<file path="src/rtl/filtered_synchronizer.sv">
// Multi-channel synchronizer with per-channel glitch filter and optional edge pulses.
// Edge outputs are built only when FILTERED_SYNC_EDGE_EN is defined.
module filtered_synchronizer #(
    parameter int unsigned      WIDTH         = 1,
    parameter int unsigned      STAGES        = 3,
    parameter int unsigned      FILTER_CYCLES = 4,
    parameter logic [WIDTH-1:0] RESET_VAL     = '0
) (
    input  logic             clk_i,
    input  logic             reset_i,
    input  logic [WIDTH-1:0] data_i,
    output logic [WIDTH-1:0] data_o,
    output logic [WIDTH-1:0] rise_o,
    output logic [WIDTH-1:0] fall_o
);

    localparam int unsigned    CW      = $clog2(FILTER_CYCLES + 1);
    localparam logic [CW-1:0] CNT_MAX = CW'(FILTER_CYCLES - 1);

    if (WIDTH < 1 || STAGES < 2 || FILTER_CYCLES < 1) begin : g_param_check
        $error("filtered_synchronizer: need WIDTH>=1, STAGES>=2, FILTER_CYCLES>=1");
    end

    logic [WIDTH-1:0] sync_q [STAGES];
    logic [CW-1:0]    cnt_q  [WIDTH];
    logic [WIDTH-1:0] sync;
    logic [WIDTH-1:0] upd;

    // upd marks channels whose mismatch has persisted long enough to propagate this edge
    always_comb begin
        sync = sync_q[STAGES-1];
        upd  = '0;
        for (int unsigned n = 0; n < WIDTH; n++) begin
            upd[n] = (sync[n] != data_o[n]) && (cnt_q[n] == CNT_MAX);
        end
    end

    always_ff @(posedge clk_i or negedge reset_i) begin
        if (!reset_i) begin
            for (int unsigned k = 0; k < STAGES; k++) begin
                sync_q[k] <= RESET_VAL;
            end
            for (int unsigned n = 0; n < WIDTH; n++) begin
                cnt_q[n] <= '0;
            end
            data_o <= RESET_VAL;
        end else begin
            sync_q[0] <= data_i;
            for (int unsigned k = 1; k < STAGES; k++) begin
                sync_q[k] <= sync_q[k-1];
            end
            data_o <= data_o ^ upd;
            for (int unsigned n = 0; n < WIDTH; n++) begin
                if (sync[n] == data_o[n] || upd[n]) begin
                    cnt_q[n] <= '0;
                end else begin
                    cnt_q[n] <= cnt_q[n] + CW'(1);
                end
            end
        end
    end

`ifdef FILTERED_SYNC_EDGE_EN
    always_ff @(posedge clk_i or negedge reset_i) begin
        if (!reset_i) begin
            rise_o <= '0;
            fall_o <= '0;
        end else begin
            rise_o <= upd & sync;
            fall_o <= upd & ~sync;
        end
    end
`else
    assign rise_o = '0;
    assign fall_o = '0;
`endif

endmodule

</file>
<file path="config.mk">
export PLATFORM = sky130hd
export DESIGN_NAME = filtered_synchronizer
export DESIGN_NICKNAME = d
export VERILOG_FILES = /design/src/rtl/filtered_synchronizer.sv
export SDC_FILE = /design/constraint.sdc
export NUM_CORES = 1
export LEC_CHECK = 0
export BUFFER_PORTS_ARGS = -buffer_cell sky130_fd_sc_hd__buf_2
export CORE_AREA = 2 2 39 41
export DETAILED_ROUTE_END_ITERATION = 12
export DIE_AREA = 0 0 41 43
export PLACE_DENSITY_LB_ADDON = 0.3
export SYNTH_ARGS = -nofsm -noshare
export SYNTH_HDL_FRONTEND = slang
export SYNTH_SLANG_ARGS = --single-unit
</file>
<file path="constraint.sdc">
create_clock -name clk_i -period 1.2 [get_ports clk_i]
set_input_delay 0.18 -clock clk_i [delete_from_list [all_inputs] [get_ports clk_i]]
set_output_delay 0.18 -clock clk_i [all_outputs]
set_load 0.03 [all_outputs]
</file>
## Word level (Yosys, flattened, before mapping)

Index checks and enable logic that the tools add are counted.

- Add/subtract/negate cells: 1
- Equality and inequality tests: 3
- Mux-type cells: 1
- Bitwise gates (word level): 1
- Reduce and logical (&&, ||, !) cells: 2

Operator list:

| cell | number |
|---|---|
| adder 3 x 1 -> 3 bit, second input constant | 1 |
| equality test 3 x 2 -> 1 bit, second input constant | 1 |
| two-way mux 3 bit | 1 |
| equality test 1 bit | 1 |
| logical AND 1 bit | 1 |
| logical OR 1 bit | 1 |
| != test 1 bit | 1 |
| bitwise XOR 1 bit | 1 |

- Register bits: 7
- Output and inout port bits: 3

## Longest topological paths before layout

Gate-level depths: netlist (run 1).

- Word-level depth: 4
- Gate-level depth with buffers: 3
- Mapped depth without buffers: 3

## Least setup slack after synthesis (run 1)

Ideal clock, no wire load.

- Path kind: register -> register
- Start: reg cnt_q[0] (netlist name)
- End: reg with a tool-made name
- Data arrival time: 1,033 ps
- Slack: 43 ps
- Stages on the path, launching flop included: 4
- Buffers on the path: 0
- Cell sequence: dfrtp_1 ha_1 ha_1 mux2_2

RTL lines:

| element | RTL line | text |
|---|---|---|
| from (decl) | 25 | `logic [CW-1:0] cnt_q [WIDTH];` |
| from (signal, indexed assignment) | 57 | `cnt_q[n] <= cnt_q[n] + CW'(1);` |

==> qor.yml, run 1 <==
outcome:
  status: "completed"
worst_setup_path:
  critical_path_class: "reg -> reg"
  crit_start: "cnt_q[0]"
  cp-end-kind: "flop"
  r2r_setup_slack_ns: 0.07
  critPathLaunchType: "flop"
  cp_data_required_time_ns: 1.33
  r2r_cells: 3
  critPathMaxFanout: 4
  crit_arrival_ns: 1.26
  rr_startpoint: "cnt_q[0]"
detailed_routing:
  routedWlPerCell_um: 8.36
  finalWirelength_um: 351
  final_antenna_net_count: 0
  first_iter_violations: 2
  vias: 142
  drc: 0
  vias_per_cell: 3.38
  firstDrtPassIters: 4
synth:
  yosysTopAreaCellShare_pct: 66.0
  synth.distinct_cells: 9
  ys_seq_elements: 7
  synth_area_per_cell_um2: 14.7
  yosysWarnings: 0
  syn_area_um2: 265
  yosysTopAreaCell: "dfrtp_1"
  netlist_instances: 18
  synth_area_leaders: "dfrtp_1 66%, ha_1 9.4%, buf_4 5.7%, nor3b_2 4.7%, mux2_2 4.2%"
  ys_seq_area_share_pct: 66.0
floorplan:
  io_pins: 6
  num_rows: 14
  die_w_um: 41
  die_area_um2: 1760
  initial_core_util_pct: 19.2
  die_y_um: 43
  coreArea_um2: 1380
finish:
  ff_latch_area_um2: 175
  final_util_pct: 25.1
  synthToLayoutAreaGrowth_pct: 31.1
  n_antenna_cell: 0
  multiInputGateArea_um2: 90.1
  final_common_cell: "dfrtp_1"
  layout_common_cells: "7 x dfrtp_1, 3 x clkbuf_4, 3 x buf_2"
  fin_cells: 42
  fillers: 151
  final_nets: 32
  drive_gt1_share_pct: 42.3
power:
  clkPwrFrac_pct: 28.0
  p_leak_nw: 0.157
  p_sw_share_pct: 30.5
  p_int_mw: 0.527
  ir_worst_vdd_uv: 722
  power_frac_seq_pct: 43.1
  power.density_nw_per_um2: 2180
  combinationalPowerShare_pct: 29.0
  netSwitchingPower_mw: 0.231
global_route:
  grt_antenna_before_repair: 0
  grtUsageTotal_pct: 5.79
  grt_pass1_wl_um: 586
  overflow: 0
  first_global_vias: 158
  grt_max_degree: 8
timing:
  fin_skew_ns: 0.000296
  hold_viol: 0
  final.setup.tns_ns: 0
  drv_slew: 0
  fin_crit_sh_pct: 94.0
  clock.fmax_mhz: 886
  rsz0062_at_grt: "false"
  finalCriticalPeriod_ns: 1.13
  setup_viol: 0
clock_network:
  cts_buffer_depth: 2
  cts_sinks: 7
  clk_latency_ns: 0.25
  cts-htree-levels: 1
  cts_setup_buffers: 0
  path_clk_slew_ns: 0.05
  cts-buffers-inserted: 3
  root_buffer: "clkbuf_4"
  cts_tree: "done"
hold_path:
  hold_path_depth: 1
  hp-start: "data_i"
  min_path_type: "in -> reg"
place:
  io_buffers: 3
  gp_congestion: 0.645
  hpwlAfterDp_um: 261
  dp_cells: 37
run:
  cap_violations: 0
-- through the flow --
step / power [mW] / area, µm² / hold slack (ns) / setup slack [ns]
2_1_floorplan: 0.479 / 269 / -0.116 / 0.0428
3_3_place_gp: 0.522 / 297 / 0.0139 / 0.0298
3_5_place_dp: 0.534 / 297 / 0.0228 / 0.00722
4_1_cts: 0.758 / 335 / 0.0249 / 0.0350
5_1_grt: 0.830 / 348 / 0.0162 / 0.0215
6_report: 0.758 / 348 / 0.0359 / 0.0720
-- cell families after synthesis --
family	share of synthesized area, %
multiplexers	4.24
adder cells (fa/ha/maj)	9.43
other	1.41
flip-flops	66.0
XOR/XNOR	3.30
AND/OR/NAND/NOR	8.49
buffers and inverters	7.07
-- layout make-up --
class | count | area share (%)
Multi-Input combinational cell | 9 | 25.9
Sequential cell | 7 | 50.4
Clock buffer | 4 | 7.55
Timing Repair Buffer | 5 | 9.35
Tap cell | 16 | 5.76
Inverter | 1 | 1.08
-- Yosys cell counts, drive strengths merged --
master,count
conb,1
xnor2,1
ha,2
mux2,1
buf,2
dfrtp,7
inv,1
nor3b,1
nor3,2
-- routing by layer --
layer  GRT usage [%]  wire [µm]  vias up
li1                -          -       69
met1            6.00        132       67
met2            6.56        193        6
met5               0          0        -
met4            8.00          0        0
met3            3.14         25        0
-- worst max-delay path, stage by stage (launching register included) --
cell     delay [ns]
dfrtp_1        0.35
ha_2           0.19
ha_4           0.14
mux2_2         0.32
-- power groups by stage --
stage / clock network, mW / registers [mW] / logic, mW
floorplan: 0 / 0.359 / 0.121
global placement: 0 / 0.326 / 0.196
detailed placement: 0 / 0.331 / 0.202
CTS: 0.223 / 0.328 / 0.208
global route: 0.241 / 0.334 / 0.254
finish: 0.212 / 0.326 / 0.220
-- worst min path at each step --
stage	end
final	sync_q[2]
after global routing	sync_q[2]
after CTS	sync_q[2]
after detailed placement	sync_q[2]
after global placement	sync_q[2]
after floorplan	asynchronous set/reset pin
-- what timing repair did --
action / CTS / global route
pin swaps: 0 / 0
endpoints found under the setup margin: 1 / 1
hold buffers: 1 / 0
resized for setup: 1 / 2
endpoints found under the hold margin: 7 / 0
Note: power is estimated with default switching activity, not from simulation.
==> inputs of run 2 (changes only) <==
clock period = 1 ns   (was 1.2 ns; I/O delays follow)
==> run 2 against run 1 <==
Against the previous run: the flow now finishes with violations (setup timing); power is 35% higher; hold slack better by 0.22 ns; core utilization up 3.4 points; clock power increased by 19%; via count increased by 16%.
==> qor.yml, run 2 (same netlist as run 1, synthesis figures left out) <==
floorplan:
  num_rows: 14  # unchanged
  io_pins: 6  # unchanged
  coreArea_um2: 1380  # unchanged
  die_y_um: 43  # unchanged
  initial_core_util_pct: 19.2  # unchanged
  die_w_um: 41  # unchanged
  die_area_um2: 1760  # unchanged
detailed_routing:
  firstDrtPassIters: 1  # -3
  finalWirelength_um: 396  # +13%
  vias: 165  # +16%
  first_iter_violations: 0  # -2
  final_antenna_net_count: 0  # unchanged
  routedWlPerCell_um: 8.80  # +5.3%
  vias_per_cell: 3.67  # +8.5%
  drc: 0  # unchanged
worst_setup_path:
  cp-end-kind: "flop"
  critPathMaxFanout: 3  # -1
  cp_data_required_time_ns: 1.13  # -0.20 ns
  critPathLaunchType: "flop"
  r2r_cells: 3  # unchanged
  critical_path_class: "reg -> reg"
  crit_arrival_ns: 1.27  # about the same
timing:
  finalCriticalPeriod_ns: 1.14  # +0.00805 ns
  fin_skew_ns: 0.00704  # +0.00674 ns
  drv_slew: 0  # unchanged
  fin_ws_ns: -0.136  # -0.208 ns
  clock.fmax_mhz: 880  # -0.71%
  setup_viol: 4  # +4
  rsz0062_at_grt: "true"
  hold_viol: 0  # unchanged
  fin_crit_sh_pct: 114  # +20 points
clock_network:
  cts-buffers-inserted: 3  # unchanged
  clk_latency_ns: 0.25  # about the same
  cts_buffer_depth: 2  # unchanged
  path_clk_slew_ns: 0.05  # about the same
  cts-htree-levels: 1  # unchanged
  cts_sinks: 7  # unchanged
  cts_tree: "done"
  root_buffer: "clkbuf_4"
power:
  ir_worst_vdd_uv: 1040  # +44%
  total_power_mw: 1.02  # +35%
  power.density_nw_per_um2: 2590  # +19%
  p_leak_nw: 0.176  # +12%
place:
  io_buffers: 3  # unchanged
  gp_congestion: 0.594  # -7.9%
finish:
  fillers: 145  # -4.0%
  final_nets: 35  # +9.4%
  final_util_pct: 28.6  # +3.4 points
  final_common_cell: "dfrtp_1"
  n_antenna_cell: 0  # unchanged
  layout_common_cells: "7 x dfrtp_1, 4 x buf_4, 3 x clkbuf_4"
  drive_gt1_share_pct: 51.7  # +9.4 points
  synthToLayoutAreaGrowth_pct: 49.1
global_route:
  grt_antenna_before_repair: 0  # unchanged
  grt_max_degree: 8  # unchanged
  grt_pass1_wl_um: 731  # +25%
  first_global_vias: 185  # +17%
  overflow: 0  # unchanged
  grtUsageTotal_pct: 7.12  # +1.3 points
hold_path:
  min_path_type: "in -> async"
outcome:
  violations: "setup timing"
  status: "finished, violations left"
run:
  cap_violations: 0  # unchanged
==> run 2: timing repair <==
action	CTS	global route
setup endpoints to repair	4	5
pin swaps	5	2
resized for setup	2	3
setup buffers	1	0
hold buffers	2	0
cloned	0	0
endpoints found under the hold margin	8	0
==> run 2: layout make-up <==
type                    count  area (µm²)  share of cell area [%]
well taps                  16        20.0                    5.06
clock buffers               4        26.3                    6.65
repair buffers              8        60.1                    15.2
inverters                   1        3.75                   0.949
flip-flops and latches      7         175                    44.3
multi-input cells           9         110                    27.8
==> run 2: power breakdown <==
part	switching, mW	internal (mW)
logic	0.165	0.199
registers	0.0519	0.354
clock network	0.101	0.152
==> run 2: routing by layer <==
metal / track usage, % / part of all wire [%] / vias to the layer above
li1: - / - / 75
met1: 7.05 / 34 / 81
met2: 9.69 / 53 / 6
met3: 6.28 / 9.6 / 3
met4: 4.00 / 2.5 / 0
met5: 0 / 0 / -
==> run 2: worst max-delay path, stage by stage (launching register included) <==
cell and delay (ns):
dfrtp_1 0.39, ha_4 0.16, ha_4 0.14, mux2_2 0.33
==> run 2: path summary, 6_finish.rpt <==
path	from	end	slack (ns)
max	cnt_q[0]	flop	-0.14
min	reset_i	sync_q[1]	0.25
max reg2reg	cnt_q[0]	flop	-0.14
min reg2reg	sync_q[2]	sync_q[1]	0.35
max in group asynchronous	reset_i	asynchronous set/reset pin	0.59
min in group clk_i	sync_q[2]	sync_q[1]	0.35
==> run 2: stage by stage <==
stage | instances | worst slack, ns | cell area [µm²] | setup TNS (ns) | hold WS (ns)
2_1_floorplan | 19 | -0.0992 | 284 | -0.0992 | -0.146
3_3_place_gp | 38 | -0.107 | 319 | -0.273 | -0.0159
3_5_place_dp | 38 | -0.163 | 319 | -0.430 | -0.0105
4_1_cts | 45 | -0.166 | 383 | -0.506 | 0.246
5_1_grt | 45 | -0.178 | 395 | -0.623 | 0.272
6_report | 45 | -0.136 | 395 | -0.387 | 0.253
==> inputs of run 3 (changes only) <==
SKIP_CTS_REPAIR_TIMING = 1   (was not set)
==> run 3 against run 2 <==
Against the previous run: the flow still finishes with violations (setup timing); first-iteration DRC count unchanged; sequential power about the same; cell area unchanged; highest routed layer unchanged.
==> qor.yml, run 3 (same netlist as run 1, synthesis figures left out) <==
outcome:
  status: "finished, violations left"
  violations: "setup timing"
detailed_routing:
  vias_per_cell: 3.62  # -1.2%
  drc: 0  # unchanged
  routedWlPerCell_um: 8.67  # -1.5%
  finalWirelength_um: 390  # -1.5%
  first_iter_violations: 0  # unchanged
  final_antenna_net_count: 0  # unchanged
  firstDrtPassIters: 1  # unchanged
  vias: 163  # -1.2%
timing:
  fin_ws_ns: -0.131  # +0.00477 ns
  fin_skew_ns: 0.00674  # -0.000298 ns
  setup_viol: 4  # unchanged
  clock.fmax_mhz: 884  # +0.42%
  rsz0062_at_grt: "true"
  finalCriticalPeriod_ns: 1.13  # -0.00477 ns
  hold_viol: 0  # unchanged
  drv_slew: 0  # unchanged
  fin_crit_sh_pct: 113  # -0.48 points
finish:
  fin_cells: 45  # unchanged
  final_util_pct: 28.6  # unchanged
  fillers: 143  # -1.4%
  drive_gt1_share_pct: 51.7  # unchanged
  final_nets: 35  # unchanged
  synthToLayoutAreaGrowth_pct: 49.1  # unchanged
  final_common_cell: "dfrtp_1"
  multiInputGateArea_um2: 110  # unchanged
  ff_latch_area_um2: 175  # unchanged
  finalInstanceArea_um2: 395  # unchanged
  n_antenna_cell: 0  # unchanged
  layout_common_cells: "7 x dfrtp_1, 4 x buf_4, 3 x clkbuf_4"
clock_network:
  cts_sinks: 7  # unchanged
  cts-htree-levels: 1  # unchanged
  cts_buffer_depth: 2  # unchanged
  path_clk_slew_ns: 0.05  # about the same
  root_buffer: "clkbuf_4"
  clk_latency_ns: 0.25  # about the same
  cts-buffers-inserted: 3  # unchanged
  cts_tree: "done"
place:
  post_dp_cell_area_um2: 319  # unchanged
  place_ws_ns: -0.163  # unchanged
  gp_congestion: 0.594  # unchanged
  dp_cells: 38  # unchanged
  io_buffers: 3  # unchanged
worst_setup_path:
  critical_path_class: "reg -> reg"
  crit_family: "flip-flops"
  cp_data_required_time_ns: 1.13  # about the same
  crit_chain: "ha_4 > ha_4 > mux2_2"
  cpMostUsedCell: "ha_4"
  critPathMaxFanout: 3  # unchanged
  critPathLaunchType: "flop"
  cp-end-kind: "flop"
  slowest_delay_ns: 0.39  # about the same
  r2r_setup_slack_ns: -0.13  # about the same
  rr_startpoint: "cnt_q[0]"
  r2r_cells: 3  # unchanged
  cp_num_buf_inv: 0  # unchanged
  slowest_stage: "dfrtp_1"
  crit_arrival_ns: 1.26  # about the same
global_route:
  overflow: 0  # unchanged
  first_global_vias: 164  # -11%
  grt_max_degree: 8  # unchanged
  grt_pass1_wl_um: 662  # -9.4%
  grtUsageTotal_pct: 6.61  # -0.51 points
  grt_antenna_before_repair: 0  # unchanged
floorplan:
  num_rows: 14  # unchanged
  coreArea_um2: 1380  # unchanged
  initial_core_util_pct: 19.2  # unchanged
  die_w_um: 41  # unchanged
  die_area_um2: 1760  # unchanged
  die_y_um: 43  # unchanged
  io_pins: 6  # unchanged
power:
  ir_worst_vdd_uv: 1040  # -0.28%
  total_power_mw: 1.02  # -0.31%
  p_leak_nw: 0.176  # about the same
  power.density_nw_per_um2: 2580  # -0.31%
hold_path:
  min_path_type: "in -> async"
run:
  cap_violations: 0  # unchanged
[run 3: cell counts in the layout (fill, tap and decap cells not counted)]
Identical to the previous run, type by type.
[run 3: metrics by stage]
step	TNS (ns)	hold WS, ns
2_1_floorplan	-0.0992	-0.146
3_3_place_gp	-0.273	-0.0159
3_5_place_dp	-0.430	-0.0105
4_1_cts	-0.480	-0.289
5_1_grt	-0.632	0.272
6_report	-0.390	0.253
[run 3: routing by layer]
layer,vias up,GRT usage [%],part of all wire [%]
li1,75,-,-
met1,79,7.38,34
met2,6,7.81,53
met3,3,6.28,9.7
met4,0,4.00,2.6
met5,-,0,0
[run 3: power by group]
part / switching [mW] / internal (mW) / leakage (nW)
logic: 0.164 / 0.197 / 0.0747
registers: 0.0518 / 0.354 / 0.0865
clock network: 0.100 / 0.152 / 0.0150
[run 3: area by class of cell]
class / count / area share [%]
clock buffer: 4 / 6.65
inverter: 1 / 0.949
multi-input combinational: 9 / 27.8
sequential: 7 / 44.3
tap: 16 / 5.06
timing repair buffer: 8 / 15.2
[run 3: worst max-delay path by stage]
stage	start	endpoint	slack (ns)	depth (start not counted)
6_report	cnt_q[0]	flop	-0.13	3
3_5_place_dp	cnt_q[0]	flop	-0.16	3
2_1_floorplan	cnt_q[0]	flop	-0.1	3
4_1_cts	cnt_q[0]	flop	-0.18	3
5_1_grt	cnt_q[0]	flop	-0.18	3
3_3_place_gp	cnt_q[0]	flop	-0.11	3
